<file path="src/rtl/deserializer_if.sv">
// Serial-in / parallel-out signal bundle for the deserializer.
// master = serial source plus downstream consumer, slave = the deserializer itself.
interface deserializer_if #(
    parameter int WIDTH = 8
);
    logic             sin;
    logic             sin_valid;
    logic             sin_start;
    logic [WIDTH-1:0] dout;
    logic             dout_valid;
    logic             dout_ready;
    logic             overrun;
    logic             par_err;

    modport master (
        output sin, sin_valid, sin_start, dout_ready,
        input  dout, dout_valid, overrun, par_err
    );

    modport slave (
        input  sin, sin_valid, sin_start, dout_ready,
        output dout, dout_valid, overrun, par_err
    );
endinterface

</file>
<file path="src/rtl/deserializer.sv">
// Serial-to-parallel receiver: assembles WIDTH-bit frames onto a valid/ready output register.
// Define PARITY_CHECK_EN to append an even-parity bit to each frame and report mismatches on par_err.
module deserializer #(
    parameter int WIDTH     = 8,
    parameter int MSB_FIRST = 1
) (
    input  logic          clk,
    input  logic          rst,
    deserializer_if.slave bus
);
    localparam int            CW   = $clog2(WIDTH + 1);
    localparam logic [CW-1:0] LAST = CW'(WIDTH - 1);

`ifdef PARITY_CHECK_EN
    typedef enum logic [1:0] {IDLE, SHIFT, PARITY} state_t;
`else
    typedef enum logic [1:0] {IDLE, SHIFT} state_t;
`endif

    state_t           state;
    logic [CW-1:0]    count;
    logic [WIDTH-1:0] sr;
    logic [WIDTH-1:0] sr_shift;
    logic [WIDTH-1:0] sr_first;
    logic [WIDTH-1:0] word;
    logic             complete;
    logic [WIDTH-1:0] dout_q;
    logic             valid_q;
    logic             overrun_q;
`ifdef PARITY_CHECK_EN
    logic             word_perr;
    logic             perr_q;
`endif

    // A frame completes on the cycle its final bit (data, or parity when enabled) is sampled.
    always_comb begin
        if (MSB_FIRST != 0) begin
            sr_shift = {sr[WIDTH-2:0], bus.sin};
            sr_first = {{(WIDTH-1){1'b0}}, bus.sin};
        end else begin
            sr_shift = {bus.sin, sr[WIDTH-1:1]};
            sr_first = {bus.sin, {(WIDTH-1){1'b0}}};
        end
        complete = 1'b0;
        word     = sr_shift;
`ifdef PARITY_CHECK_EN
        word_perr = 1'b0;
        if (state == PARITY && bus.sin_valid && !bus.sin_start) begin
            complete  = 1'b1;
            word      = sr;
            word_perr = ^{sr, bus.sin};
        end
`else
        if (state == SHIFT && bus.sin_valid && !bus.sin_start && count == LAST)
            complete = 1'b1;
`endif
    end

    always_ff @(posedge clk or posedge rst) begin
        if (rst) begin
            state     <= IDLE;
            count     <= '0;
            sr        <= '0;
            dout_q    <= '0;
            valid_q   <= 1'b0;
            overrun_q <= 1'b0;
`ifdef PARITY_CHECK_EN
            perr_q    <= 1'b0;
`endif
        end else begin
            overrun_q <= 1'b0;
            // sin_start restarts the frame from any state, discarding partial bits.
            if (bus.sin_valid) begin
                if (bus.sin_start) begin
                    state <= SHIFT;
                    count <= CW'(1);
                    sr    <= sr_first;
                end else begin
                    case (state)
                        SHIFT: begin
                            sr <= sr_shift;
                            if (count == LAST) begin
                                count <= '0;
`ifdef PARITY_CHECK_EN
                                state <= PARITY;
`else
                                state <= IDLE;
`endif
                            end else begin
                                count <= count + CW'(1);
                            end
                        end
`ifdef PARITY_CHECK_EN
                        PARITY: state <= IDLE;
`endif
                        default: ;
                    endcase
                end
            end

            // A new word loads only into an empty or draining register; otherwise it is dropped.
            if (complete && (!valid_q || bus.dout_ready)) begin
                dout_q  <= word;
                valid_q <= 1'b1;
`ifdef PARITY_CHECK_EN
                perr_q  <= word_perr;
`endif
            end else if (complete) begin
                overrun_q <= 1'b1;
            end else if (valid_q && bus.dout_ready) begin
                valid_q <= 1'b0;
            end
        end
    end

    assign bus.dout       = dout_q;
    assign bus.dout_valid = valid_q;
    assign bus.overrun    = overrun_q;
`ifdef PARITY_CHECK_EN
    assign bus.par_err    = perr_q;
`else
    assign bus.par_err    = 1'b0;
`endif
endmodule
</file>
<file path="src/flat_wrapper.sv">
// flat-port wrapper written by rule: the top's interface ports become plain ports
module deserializer_flat 
#(
    parameter int WIDTH     = 8,
    parameter int MSB_FIRST = 1
)
  (clk, rst, bus_sin, bus_sin_valid, bus_sin_start, bus_dout_ready, bus_dout, bus_dout_valid, bus_overrun, bus_par_err);
  deserializer_if #(.WIDTH(WIDTH)) bus_i ();
  input  logic clk;
  input  logic rst;
  input wire logic [$bits(bus_i.sin)-1:0] bus_sin;
  input wire logic [$bits(bus_i.sin_valid)-1:0] bus_sin_valid;
  input wire logic [$bits(bus_i.sin_start)-1:0] bus_sin_start;
  input wire logic [$bits(bus_i.dout_ready)-1:0] bus_dout_ready;
  output wire logic [$bits(bus_i.dout)-1:0] bus_dout;
  output wire logic [$bits(bus_i.dout_valid)-1:0] bus_dout_valid;
  output wire logic [$bits(bus_i.overrun)-1:0] bus_overrun;
  output wire logic [$bits(bus_i.par_err)-1:0] bus_par_err;
  assign bus_i.sin = bus_sin;
  assign bus_i.sin_valid = bus_sin_valid;
  assign bus_i.sin_start = bus_sin_start;
  assign bus_i.dout_ready = bus_dout_ready;
  assign bus_dout = bus_i.dout;
  assign bus_dout_valid = bus_i.dout_valid;
  assign bus_overrun = bus_i.overrun;
  assign bus_par_err = bus_i.par_err;
  deserializer #(.WIDTH(WIDTH), .MSB_FIRST(MSB_FIRST)) u_core (.clk(clk), .rst(rst), .bus(bus_i));
endmodule
</file>
<file path="config.mk">
export PLATFORM = sky130hd
export DESIGN_NAME = deserializer_flat
export DESIGN_NICKNAME = d
export VERILOG_FILES = /design/src/rtl/deserializer_if.sv /design/src/rtl/deserializer.sv /design/src/flat_wrapper.sv
export SDC_FILE = /design/constraint.sdc
export NUM_CORES = 1
export LEC_CHECK = 0
export ABC_AREA = 1
export CAP_MARGIN = 20
export CORE_MARGIN = 2
export CORE_UTILIZATION = 53
export CTS_BUF_LIST = sky130_fd_sc_hd__clkbuf_8
export CTS_CLUSTER_DIAMETER = 30
export DETAILED_ROUTE_END_ITERATION = 10
export GPL_TIMING_DRIVEN = 0
export HOLD_SLACK_MARGIN = 0.03
export PLACE_DENSITY = 0.8
export SLEW_MARGIN = 40
export SYNTH_ARGS = -nofsm -noshare
export SYNTH_HDL_FRONTEND = slang
export SYNTH_SLANG_ARGS = --single-unit
</file>
<file path="constraint.sdc">
create_clock -name clk -period 1.65 [get_ports clk]
set_input_delay 0.495 -clock clk [delete_from_list [all_inputs] [get_ports clk]]
set_output_delay 0.495 -clock clk [all_outputs]
set_load 0.05 [all_outputs]
</file>
==> results.md <==
- Status: complete, no violations
- Mean area per synthesized cell: ~9.3 um^2
- CP peak stage delay: around 0.53 ns
- Antenna-violating nets left: 0
- IR Drop Worst-Case VDD: 0.652 mV
- Buffer cell driving the clock tree root: sky130_fd_sc_hd__clkbuf_8
- Number of placed instances, taps included: between 100 and 150
- Cell with the largest stage delay on the worst path: sky130_fd_sc_hd__dlygate4sd2_1
- Routed length per placed instance: roughly 13 um
- Port-buffer cells: 15
- Final period demand of the worst path: around 1.6 ns
- Fin Clk Skew: roughly 0.0014 ns
- Worst Setup End Kind: output port
- Fmax: 0.616 GHz
- Number of hold buffers added after cts: 0
- Number of iterations in the first detailed-routing pass: 4
- Final period utilization: a little over nine tenths
- Overall via count from detail_route: 777
- Critical Path Fanout Max: 2
- Total chip power: between 1 and 1.5 mW
- Count of cell types in the netlist: 21
- WS Path Type: reg2out
- Required time of the critical path: approximately 1.2 ns
- Lkg Pwr: 0.596 nW
- Iteration-0 DRC Markers: 22
- Gate Count Post-Synth: 103
- Area inside the core boundary: around 1700 um^2
- Bufs and invs on worst path: 1
- X dimension of the die: 46.5 um
- Crit-path cells: dlygate4sd2_1
- Die footprint: ~2200 um^2
- Antenna Cells: 0
- Vias in the first global route: approximately 680
- Fraction of post-synthesis cell area in the top cell type by area: a little under three fifths
- Area leader, netlist: sky130_fd_sc_hd__dfrtp_1
- Synth warnings: 0
- Post-Synthesis Net Count: between 100 and 150
- Worst r2r path cells: 6
- Number of sinks handled by clock tree synthesis: 22
- Post-detailed-placement cell area: ~1100 um^2
- Critical path's top delay family: buffers and inverters
- Global placement routability congestion: approximately 0.89
- Nets@finish: 130
- Fraction of layout cells with a size suffix above 1: about an eighth
- Pre-CTS worst setup slack: -0.116 ns
- Worst hold stages: 2
- Grt ovf: 0
- Utilization after layout: 68.6%
- Area of all placed cells without fillers: 1170 um^2
- CTS tree: built
- RSZ-0062 raised after global routing: false
- Final HPWL DP: roughly 1.4 mm
- Total of flip-flops plus latches after synthesis: 22
- Setup WS post-layout: around 0.027 ns
- Min-Delay Path Class: reg2reg
- Number of max-cap violations: 0
- Data arrival time of the worst path: between 1 and 1.5 ns
- Starting utilization of the core area: around 56%
- Y dimension of the die: roughly 46 um
- Residual DRC: 0
- Final Setup Violations: 0
- Routed via count divided by cell count: between 5 and 6
- Num ports: 17
- Area of the mapped netlist: between 900 and 1000 um^2
- Number of logic stages on the critical path including buffering: 1
- Cts bufs inserted: 3
- Async SR Flop Fraction: 100%
- Aggregate negative setup slack: 0 ns
- Final Slew Violations: 0
- Worst hold slack across all endpoints: 0.467 ns
- # Post-CTS Setup Buffers: 0
- Number of enable-type register cells in the synthesized netlist: 0
- Synth cell count leaders: sky130_fd_sc_hd__nand2_1 (30), sky130_fd_sc_hd__dfrtp_1 (22), sky130_fd_sc_hd__inv_1 (13)
- Maximum number of pins on one net before global-route repair: 23
- Wire length reported by the detailed router: ~1.9 mm
- Combined global-route utilization of all metal layers: between 15 and 20%
- Post-synth top flop: sky130_fd_sc_hd__dfrtp_1
- PwrDens: around 940 nW/um^2
- Area added between synthesis and finish: 22.5%
- H-tree level count: 1
- Hold Violations, Final: 0
- Number of buffers on the longest clock path: 2
- First-pass GRT wire length: about 2.9 mm
- Worst-skew pair later-pin latency: about 0.25 ns
- Count of standard-cell rows: 15
- Non-Filler Instances: between 100 and 150
- Sort of element at the start of the critical path: flop
- Most used standard cell by instance count after synthesis: sky130_fd_sc_hd__nand2_1
- Post-CTS clock slew at the launch and capture registers of the worst setup and hold paths: approximately 0.070 ns
- Sequential-to-total area share from yosys stat: ~58%
- Leading post-synthesis cells by cell area: sky130_fd_sc_hd__dfrtp_1 (58%), sky130_fd_sc_hd__nand2_1 (12%), sky130_fd_sc_hd__nand4_1 (5.2%), sky130_fd_sc_hd__inv_1 (5.1%), sky130_fd_sc_hd__o22ai_1 (3.3%)
- Antenna violations before repair: 0
## metal layers
layer | global-route usage [%] | up-vias | routed length [um]
met3 | 3.53 | 6 | 91
met4 | 8.57 | 0 | 51
li1 | - | 373 | -
met5 | 0 | - | 0
met1 | 22.8 | 375 | 781
met2 | 33.9 | 23 | 933
## registers in the layout (all words and copies together) (netlist names)
register               flops
u_core.bus.dout            8
u_core.sr                  7
u_core.bus.overrun         1
u_core.count               4
u_core.state               1
u_core.bus.dout_valid      1
## where the power goes
group | internal (mW) | total [mW] | switching (mW) | leakage (nW)
Sequential | 0.578 | 0.604 | 0.0269 | 0.298
Clock | 0.163 | 0.316 | 0.154 | 0.0216
Combinational | 0.0593 | 0.183 | 0.124 | 0.276
## what timing repair did
| item | 4_1_cts | 5_1_grt |
|---|---|---|
| gates resized for setup | 11 | 8 |
| setup endpoints to repair | 10 | 8 |
| pin swaps | 0 | 0 |
## worst reg2reg max path: stages (launching register included)
cell                      delay, ns
sky130_fd_sc_hd__dfrtp_1       0.39
sky130_fd_sc_hd__ha_1          0.20
sky130_fd_sc_hd__nand2_1       0.11
sky130_fd_sc_hd__nor2_4        0.22
sky130_fd_sc_hd__nand3_2       0.21
sky130_fd_sc_hd__nand2_1       0.13
sky130_fd_sc_hd__nand2_1       0.06
## layout make-up
type | count | area (um^2)
sequential | 22 | 551
tap | 25 | 31.3
buffer | 3 | 23.8
timing repair buffer | 15 | 143
clock buffer | 3 | 41.3
inverter | 14 | 52.6
multi-input combinational | 64 | 330
fill | 126 | 536
## cells in the final DEF, fill, tap and decap left out, types with 2 or more instances in the layout
cell,count
sky130_fd_sc_hd__clkdlybuf4s50_1,5
sky130_fd_sc_hd__nand2_2,2
sky130_fd_sc_hd__nand3_1,5
sky130_fd_sc_hd__inv_1,12
sky130_fd_sc_hd__o22ai_1,5
sky130_fd_sc_hd__inv_2,2
sky130_fd_sc_hd__nor2_1,2
sky130_fd_sc_hd__o21ai_0,2
sky130_fd_sc_hd__a21oi_1,2
sky130_fd_sc_hd__nand4_1,8
sky130_fd_sc_hd__clkbuf_8,3
sky130_fd_sc_hd__nor2_4,2
sky130_fd_sc_hd__nand2_1,30
sky130_fd_sc_hd__clkdlybuf4s15_1,7
sky130_fd_sc_hd__dlygate4sd2_1,2
sky130_fd_sc_hd__dfrtp_1,22
## cell families after synthesis
logic type	count (synthesis)	share of synthesized area, %
other	1	0.392
AOI/OAI and AO/OA	11	6.67
adders and majority gates	1	1.31
buffers and inverters	17	7.97
and+or+nand+nor	51	26.1
DFF	22	57.5
## path summary, 6_finish.rpt
path	end	start	slack, ns
setup reg to reg	u_core.bus.dout[2]$_DFFE_PP0P_	u_core.count[0]$_DFFE_PP0P_	0.22
hold / removal	u_core.bus.dout[0]$_DFFE_PP0P_	u_core.bus.dout[0]$_DFFE_PP0P_	0.47
setup / recovery	bus_dout[0]	u_core.bus.dout[0]$_DFFE_PP0P_	0.03
max in group asynchronous	u_core.bus.dout[6]$_DFFE_PP0P_	rst	0.78
hold reg to reg	u_core.bus.dout[0]$_DFFE_PP0P_	u_core.bus.dout[0]$_DFFE_PP0P_	0.47
min in group asynchronous	u_core.bus.overrun$_DFF_PP0_	rst	0.57
Power figures use the tool's default switching activity.
